==> src/rtl/ball_draw_sequencer.sv <==
// Ball draw sequencer: on each accepted frame_tick it erases the ball at its
// previous position in the background colour, then draws it at the new
// position in the ball colour, driving the square-draw engine handshake and
// counting the engine's pixel writes to know when each pass has finished.
module ball_draw_sequencer #(
  parameter int                   SIZE_W    = 10,
  parameter int                   COLOUR_W  = 3,
  parameter logic [COLOUR_W-1:0]  BG_COLOUR = '0,
  parameter int                   GO_HOLD   = 2,
  parameter int                   TO_SLACK  = 16
) (
  input  logic                clk,
  input  logic                resetn,
  input  logic                frame_tick,
  input  logic [SIZE_W-1:0]   new_x,
  input  logic [SIZE_W-1:0]   new_y,
  input  logic [SIZE_W-1:0]   size,
  input  logic [COLOUR_W-1:0] ball_colour,
  input  logic                eng_wren,
  output logic                eng_go,
  output logic [SIZE_W-1:0]   eng_x,
  output logic [SIZE_W-1:0]   eng_y,
  output logic [SIZE_W-1:0]   eng_size,
  output logic [COLOUR_W-1:0] colour_out,
  output logic                busy,
  output logic                done,
  output logic                overrun,
  output logic                timeout
);

  localparam int PIX_W = 2 * SIZE_W;
  // One extra bit so the watchdog limit cannot wrap for the largest square.
  localparam int WD_W  = PIX_W + 1;
  localparam int GO_W  = 8;

  typedef enum logic [2:0] {
    IDLE,
    ERASE_GO,
    ERASE_WAIT,
    DRAW_GO,
    DRAW_WAIT,
    DONE
  } state_t;

  state_t state, state_next;

  // Values captured on the accepted tick (the pass about to be drawn).
  logic [SIZE_W-1:0]   lat_x, lat_y, lat_size;
  logic [COLOUR_W-1:0] lat_colour;
  // Position of the square currently on screen (erase target).
  logic [SIZE_W-1:0]   old_x, old_y, old_size;
  logic                old_valid;

  logic [PIX_W-1:0] pix_cnt;
  logic [WD_W-1:0]  wd_cnt;
  logic [GO_W-1:0]  go_cnt;

  logic              in_erase, in_draw, in_go, in_wait;
  logic [SIZE_W-1:0] pass_size;
  logic [PIX_W-1:0]  pass_sq;
  logic [WD_W-1:0]   wd_limit;
  logic              pix_done, wd_expired, go_last, timeout_hit, entering_go;

  // Pass-level decode: which square is being worked on and its completion targets.
  always_comb begin
    in_erase    = (state == ERASE_GO) || (state == ERASE_WAIT);
    in_draw     = (state == DRAW_GO)  || (state == DRAW_WAIT);
    in_go       = (state == ERASE_GO) || (state == DRAW_GO);
    in_wait     = (state == ERASE_WAIT) || (state == DRAW_WAIT);
    pass_size   = in_erase ? old_size : (in_draw ? lat_size : '0);
    pass_sq     = PIX_W'(pass_size) * PIX_W'(pass_size);
    wd_limit    = WD_W'(pass_sq) + WD_W'({pass_size, 1'b0}) + WD_W'(GO_HOLD + TO_SLACK);
    pix_done    = (pix_cnt == pass_sq);
    wd_expired  = (wd_cnt >= wd_limit);
    go_last     = (go_cnt == GO_W'(GO_HOLD - 1));
    timeout_hit = in_wait && !pix_done && wd_expired;
  end

  // Next-state logic for the erase/draw sequence.
  always_comb begin
    // NOTE: every variable assigned here gets a default first so no path can infer a latch.
    state_next = state;
    case (state)
      IDLE: begin
        if (frame_tick) begin
          if (size == '0)     state_next = DONE;
          else if (old_valid) state_next = ERASE_GO;
          else                state_next = DRAW_GO;
        end
      end
      ERASE_GO:   if (go_last) state_next = ERASE_WAIT;
      ERASE_WAIT: begin
        if (pix_done)         state_next = DRAW_GO;
        else if (timeout_hit) state_next = DONE;
      end
      DRAW_GO:    if (go_last) state_next = DRAW_WAIT;
      DRAW_WAIT: begin
        if (pix_done || timeout_hit) state_next = DONE;
      end
      DONE:       state_next = IDLE;
      default:    state_next = IDLE;
    endcase
    entering_go = ((state_next == ERASE_GO) || (state_next == DRAW_GO)) && (state_next != state);
  end

  // State register.
  always_ff @(posedge clk) begin
    // NOTE: sequential state uses non-blocking assignments so all registers update together at the edge.
    if (!resetn) state <= IDLE;
    else         state <= state_next;
  end

  // Latched request, on-screen position, pass counters and sticky flags.
  always_ff @(posedge clk) begin
    if (!resetn) begin
      lat_x      <= '0;
      lat_y      <= '0;
      lat_size   <= '0;
      lat_colour <= '0;
      old_x      <= '0;
      old_y      <= '0;
      old_size   <= '0;
      old_valid  <= 1'b0;
      pix_cnt    <= '0;
      wd_cnt     <= '0;
      go_cnt     <= '0;
      overrun    <= 1'b0;
      timeout    <= 1'b0;
    end else begin
      if (state == IDLE && frame_tick) begin
        lat_x      <= new_x;
        lat_y      <= new_y;
        lat_size   <= size;
        lat_colour <= ball_colour;
      end
      if (state != IDLE && frame_tick) overrun <= 1'b1;
      if (timeout_hit)                 timeout <= 1'b1;
      if (state == DONE) begin
        old_x     <= lat_x;
        old_y     <= lat_y;
        old_size  <= lat_size;
        old_valid <= 1'b1;
      end
      if (entering_go) begin
        pix_cnt <= '0;
        wd_cnt  <= '0;
        go_cnt  <= '0;
      end else begin
        if (in_go || in_wait)    wd_cnt  <= wd_cnt + 1'b1;
        if (in_go)               go_cnt  <= go_cnt + 1'b1;
        if (in_wait && eng_wren) pix_cnt <= pix_cnt + 1'b1;
      end
    end
  end

  // Engine-facing outputs decoded from state; coordinates stay fixed for the whole pass.
  always_comb begin
    eng_go     = in_go && (pass_size != '0);
    eng_x      = '0;
    eng_y      = '0;
    eng_size   = pass_size;
    colour_out = '0;
    if (in_erase) begin
      eng_x      = old_x;
      eng_y      = old_y;
      colour_out = BG_COLOUR;
    end else if (in_draw) begin
      eng_x      = lat_x;
      eng_y      = lat_y;
      colour_out = lat_colour;
    end
    busy = (state != IDLE);
    done = (state == DONE);
  end

endmodule

==> config.mk <==
export PLATFORM = sky130hd
export DESIGN_NAME = ball_draw_sequencer
export DESIGN_NICKNAME = d
export VERILOG_FILES = /design/src/rtl/ball_draw_sequencer.sv
export SDC_FILE = /design/constraint.sdc
export NUM_CORES = 1
export LEC_CHECK = 0
export ABC_AREA = 1
export BUFFER_PORTS_ARGS = -buffer_cell sky130_fd_sc_hd__clkbuf_2
export CAP_MARGIN = 20
export CORE_UTILIZATION = 30
export CTS_BUF_LIST = sky130_fd_sc_hd__clkbuf_8
export DETAILED_ROUTE_END_ITERATION = 7
export SYNTH_ARGS = -nofsm -noshare
export SYNTH_HDL_FRONTEND = slang
export SYNTH_SLANG_ARGS = --single-unit
export TNS_END_PERCENT = 5
==> constraint.sdc <==
create_clock -name clk -period 21.1 [get_ports clk]
set_input_delay 2.11 -clock clk [delete_from_list [all_inputs] [get_ports clk]]
set_output_delay 2.11 -clock clk [all_outputs]
set_load 0.05 [all_outputs]
# Word level (Yosys, flattened, before mapping)
# Index checks and enable logic that the tools add are counted.
# totals
regBits	118
output_inout_bits	38
word_cells	69
# op_classes
addsub	5
mul	1
n_lt_le_gt_ge	1
n_eq_ne	10
muxes	17
n_bitwise	1
n_reduce_logical	20
# ops
operator	count
2-to-1 mux 10 bit	6
2-to-1 mux 3 bit	9
adder 20 x 11 -> 21 bit	1
adder 21 x 1 -> 21 bit (second input constant)	1
adder 21 x 5 -> 21 bit (second input constant)	1
greater-or-equal comparator 21 bit	1
adder 20 x 1 -> 20 bit (second input constant)	1
equality test 20 bit	1
multiplier 10 x 10 -> 20 bit	1
case mux 3 bit (5 select lines)	1
zero test 10 bit	1
nonzero test 10 bit	1
equality test 3 x 2 -> 1 bit (second input constant)	3
adder 8 x 1 -> 8 bit (second input constant)	1
equality test 8 x 1 -> 1 bit (second input constant)	1
logical AND 1 bit	7
logical OR 1 bit	7
equality test 3 x 1 -> 1 bit (second input constant)	2
equality test 3 bit (second input constant)	2
zero test 3 bit	1
!= test 3 bit	1
nonzero test 3 bit	1
2-to-1 mux 2 bit	1
OR reduction 2 bit	1
other kinds (2)	2

# Longest topological paths before layout
# logic_depth
depth_word	16
ltp_mapped	53
mapped_depth_nobuf	51

# Worst setup path after synthesis
# No wires, ideal clock.
# synth_timing
path_kind	flip-flop to flip-flop
startpoint	register state[1]
endpoint	register pix_cnt[0]
arrival_time_ns	8.948
required_time_ns	20.972
path_slack_ns	12.023
path_stages_with_launch	50
period_less_slack_ns	9.077
cell_sequence	dfxtp_1 > o21ai_1 > nand2_2 > clkbuf_1 > o22ai_1 > clkbuf_1 > nand2_1 > o21ai_0 > inv_1 > ha_1 > fa_1 > ha_1 > inv_1 > fa_1 > inv_1 > fa_1 > ha_1 > a21oi_1 > [14 not listed] > nor2_1 > nand2_1 > nor2_1 > nand3_1 > or3_1 > ha_1 > nand4_1 > nor3_1 > o2111ai_1 > nand4_1 > nand2_1 > inv_1 > nand2_1 > nand2_1 > nand3_1 > nand3_2 > clkbuf_1 > a21oi_1
# synth_between
elab_chain_len	16
elab_cells_between_ends	33
classes_between	2 x add/sub; 1 x mul; 1 x order compare; 8 x eq/ne; 9 x mux; 12 x reduce/logical
# synth_lines
element	line_no	source
from (decl)	45	state_t state, state_next;
from (signal assigned)	110	else state <= state_next;
equality test 3 x 2 -> 1 bit or equality test 3 bit (tied branches)	67	in_draw = (state == DRAW_GO) || (state == DRAW_WAIT);
logical OR 1 bit	67	
2-to-1 mux 10 bit	70	pass_size = in_erase ? old_size : (in_draw ? lat_size : '0);
2-to-1 mux 10 bit *	70	
net eng_size[4]	23	output logic [SIZE_W-1:0] eng_size,
multiplier 10 x 10 -> 20 bit	71	pass_sq = PIX_W'(pass_size) * PIX_W'(pass_size);
adder 20 x 11 -> 21 bit or equality test 20 bit (tied branches)	72, 73	
adder 21 x 5 -> 21 bit or zero test 1 bit (tied branches)	72, 76	
greater-or-equal comparator 21 bit or logical AND 1 bit (tied branches)	74, 76	
logical AND 1 bit	76	timeout_hit = in_wait && !pix_done && wd_expired;
2-to-1 mux 3 bit or logical OR 1 bit (tied branches)	94, 98	
2-to-1 mux 3 bit (on tied branches)	93, 98	
case mux 3 bit (5 select lines) *	83	case (state)
equality test 3 x 1 -> 1 bit or equality test 3 x 2 -> 1 bit (tied branches)	103	entering_go = ((state_next == ERASE_GO) || (state_next == DRAW_GO)) && (state_next != state);
logical OR 1 bit	103	
logical AND 1 bit *	103	
OR reduction 2 bit (no source line) *	--	
to (signal assigned)	151	if (in_wait && eng_wren) pix_cnt <= pix_cnt + 1'b1;
to (decl)	54	logic [PIX_W-1:0] pix_cnt;
# Mark *: on every way through the listed nets, which the timed path passes. The rest lies on a longest branch.
# A chain may end at the register's enable or synchronous reset.

# Worst setup path after layout
# layout_timing
startpoint	register state[0]
endpoint	register go_cnt[0]
# layout_between
elab_chain_len	16
elab_cells_between_ends	33
classes_between	2 x add/sub; 1 x mul; 1 x order compare; 8 x eq/ne; 9 x mux; 12 x reduce/logical
# layout_lines
element	line_no	source
equality test 3 x 2 -> 1 bit or equality test 3 bit (tied branches)	--	
logical OR 1 bit	67	
2-to-1 mux 10 bit (2 in a row)	70	
multiplier 10 x 10 -> 20 bit	71	
adder 20 x 11 -> 21 bit or equality test 20 bit (tied branches)	72, 73	
adder 21 x 5 -> 21 bit or zero test 1 bit (tied branches)	72, 76	
greater-or-equal comparator 21 bit or logical AND 1 bit (tied branches)	74, 76	
logical AND 1 bit	76	
2-to-1 mux 3 bit or logical OR 1 bit (tied branches)	94, 98	
2-to-1 mux 3 bit (on tied branches)	93, 98	
case mux 3 bit (5 select lines)	83	
equality test 3 x 1 -> 1 bit or equality test 3 x 2 -> 1 bit (tied branches)	103	
logical OR 1 bit	103	
logical AND 1 bit	103	
OR reduction 2 bit (no source line)	--	
to (signal assigned)	150	if (in_go) go_cnt <= go_cnt + 1'b1;
to (decl)	56	logic [GO_W-1:0] go_cnt;
# Parallel ways exist; a longest one is shown, timed or not.

==> metrics.txt <==
max-cap violation count=0; endpoints failing hold=0; largest net degree at the start of global routing=68; register area share after synthesis=24.8%; synthesized cell area=0.00952 sq mm; layout cells sized above 1=10.7%; wire length per cell=13.2 um; Fill cells=3279; FMAX=93.5 MHz; net switching power=0.000248 W; endpoints failing setup=0; ys flop type=dfxtp_1; Pwr Density=60.7 mW/mm^2; Mapped Avg Cell Area=7.28 sq um; status=finished, final reports clean; DR DRC count=0; yosys warns=0; ANT cells=0; H-tree lvl count=4; Sw Ratio=38.3%; worst vdd ir=52.4 uV; Flop pwr share=38.9%; critical path required time=21.41 ns; critical path's slowest cell=o22ai_2; Antenna Nets Post-Route=0; crit-path max cell delay=0.99 ns; area of the multi-input gates=0.00604 sq mm; fraction of registers with async set/reset=0%; Most Frequent Cell on Critical Path=nand2_1; core area=0.0309 sq mm; Non-Filler Cell Area, Final=0.0107 sq mm; Layout Nets=1539; Final min period=10.70 ns; placed cells=1745; CTS sink count=118; DRT Pass-1 Iters=5; num rows=64; initial core utilization=30.8%; CTS tree=yes; CP startpoint kind=flop; syn nets=1479; Vert. Die Dim=180 um; crit end category=flop; initial antenna violation count=0; final global-route overflow total=0; number of post-CTS setup repair buffers=0; Top-Level Pins=75; via count=8564; Worst-Margin Slew=1.03 ns; Tcrit/Tclk final=50.7%; hold slack=0.457 ns; Register Area=0.00236 sq mm; DR iter-0 viols=478; cts hold-fix bufs=0; Post-DP HPWL=17500 um; Buffers on Ports=74; slew margin rel.=31.6%; Final GP Congestion=0.863; CTS Buf Count=17; final clock skew=0.0108 ns; DR vias/cell=4.82; leakage=5.02 nW; clock latency on the worst-skew pair=0.44 ns; Int Pwr=0.000401 W; Post-Syn Instances=1308; RSZ-0062 raised after global routing=no; Root Driver=clkbuf_8; Final Non-Filler Cells=1776; Pins Over Slew Limit=0; Clock Pin Slew Worst Setup and Hold Paths=0.08 ns; Post-synth EDFFs=0; Max clock buf depth=2; Hold Crit Class=flop to flop; clock share of power=32.2%; first-pass GRT wire length=39200 um; combinational power share=28.9%; Die Wd=180 um; vias in the first global route=7979; Total GRT Usage=14.7%; detailed-route wire length=23500 um; Setup TNS=0 ns; area grow syn2layout=12.4%; CP max FO=32; CP Class=flop to flop; die footprint=0.0325 sq mm; post_cts resized=0; placed cell area=0.0103 sq mm; Synth cell types=46; number of synthesized register bits=118; Arrival @ worst endpoint=11.01 ns
## state kept, by name (all words and copies together) (netlist names), 3 cells and up
| signal | count |
|---|---|
| go_cnt | 8 |
| lat_colour | 3 |
| lat_size | 10 |
| lat_x | 10 |
| lat_y | 10 |
| old_size | 10 |
| old_x | 10 |
| old_y | 10 |
| pix_cnt | 20 |
| state | 3 |
| wd_cnt | 21 |
## synth_stat cells, types with 17 or more instances
master	count	area (sq um)
nand3_1	66	330
dfxtp_1	118	2360
nand2_1	194	728
ha_1	88	1100
inv_1	246	923
a21oi_1	142	711
o22ai_1	29	181
o21ai_0	80	400
xor2_1	58	508
nand4_1	17	106
fa_1	46	921
xnor2_1	18	158
clkbuf_1	34	128
nor2_1	76	285
## layout by cell type (no fill, tap or decap), types with 3 or more instances in the layout
| cell | Yosys | final |
|---|---|---|
| clkinvlp_4 | 0 | 6 |
| o21ai_0 | 80 | 80 |
| nor3_1 | 14 | 13 |
| nand2_2 | 4 | 4 |
| dfxtp_1 | 118 | 118 |
| nand3_1 | 66 | 66 |
| clkbuf_2 | 0 | 74 |
| nand3b_1 | 8 | 8 |
| a211oi_1 | 3 | 3 |
| nor4_1 | 10 | 10 |
| o21ai_1 | 4 | 4 |
| xnor2_1 | 18 | 18 |
| nand2_1 | 194 | 194 |
| o22ai_2 | 0 | 3 |
| inv_1 | 246 | 246 |
| buf_4 | 1 | 13 |
| o22ai_1 | 29 | 26 |
| nand4_1 | 17 | 17 |
| xor2_1 | 58 | 58 |
| a21oi_1 | 142 | 142 |
| clkbuf_8 | 0 | 18 |
| a31oi_1 | 3 | 3 |
| o21bai_1 | 4 | 4 |
| fa_1 | 46 | 46 |
| a21oi_2 | 10 | 10 |
| ha_1 | 88 | 88 |
| nor2_1 | 76 | 76 |
| inv_2 | 4 | 4 |
| inv_6 | 0 | 3 |
## path summary, 6_finish.rpt
kind	from	end	slack, ns	cells after the start
worst max-delay path	state[0]$_SDFF_PN0_	go_cnt[0]$_SDFFE_PP0P_	10.40	42
worst min-delay path	lat_colour[1]$_SDFFE_PN0P_	lat_colour[1]$_SDFFE_PN0P_	0.46	2
worst min register to register	lat_colour[1]$_SDFFE_PN0P_	lat_colour[1]$_SDFFE_PN0P_	0.46	2
worst max register to register	state[0]$_SDFF_PN0_	go_cnt[0]$_SDFFE_PP0P_	10.40	42
## final cells by class
type | instances | share of cell area, %
clock buffers | 18 | 2.32
clock inverters | 13 | 1.39
inverters | 251 | 8.80
multi-input cells | 893 | 56.4
flip-flops and latches | 118 | 22.1
well taps | 396 | 4.63
repair buffers | 87 | 4.37
## logic make-up after synthesis
group	Yosys count	synth area share, %
simple gates	397	18.2
buf+inv	297	12.0
compound gates	283	16.3
fa+ha+maj	134	21.2
flops	118	24.8
xor+xnor	77	7.23
mux	2	0.210
## layer usage
layer,vias up,track usage (%),wire (um)
met5,-,0,0
li1,4357,-,-
met1,4006,20.5,11300
met4,0,3.15,254
met3,21,2.30,1130
met2,180,23.9,10800
## power groups by stage
stage / clock network [W] / registers, W / logic [W]
5_1_grt: 0.000225 / 0.000255 / 0.000209
3_3_place_gp: 0 / 0.000257 / 0.000185
3_5_place_dp: 0 / 0.000257 / 0.000187
4_1_cts: 0.000214 / 0.000252 / 0.000188
6_report: 0.000209 / 0.000252 / 0.000188
2_1_floorplan: 0 / 0.000257 / 0.000141
## worst max-delay path, delay by kind of cell (launching register included)
kind                       cells  cell delay (ns)
AOI/OAI and AO/OA              9             2.20
adders and majority gates      9             3.67
xor gates and xnor gates       1             0.23
and+or+nand+nor               19             3.29
DFF                            1             0.47
buffers and inverters          4             0.60
## per-stage QoR
stage | worst slack [ns] | utilization, % | power, W
after floorplan | 12.02 | - | 0.000397
after CTS | 10.42 | 34.6 | 0.000655
after global placement | 10.90 | 33.3 | 0.000442
after detailed placement | 10.45 | 33.3 | 0.000444
final | 10.40 | 34.6 | 0.000649
after global routing | 9.56 | 34.6 | 0.000689
Power figures use the tool's default switching activity.
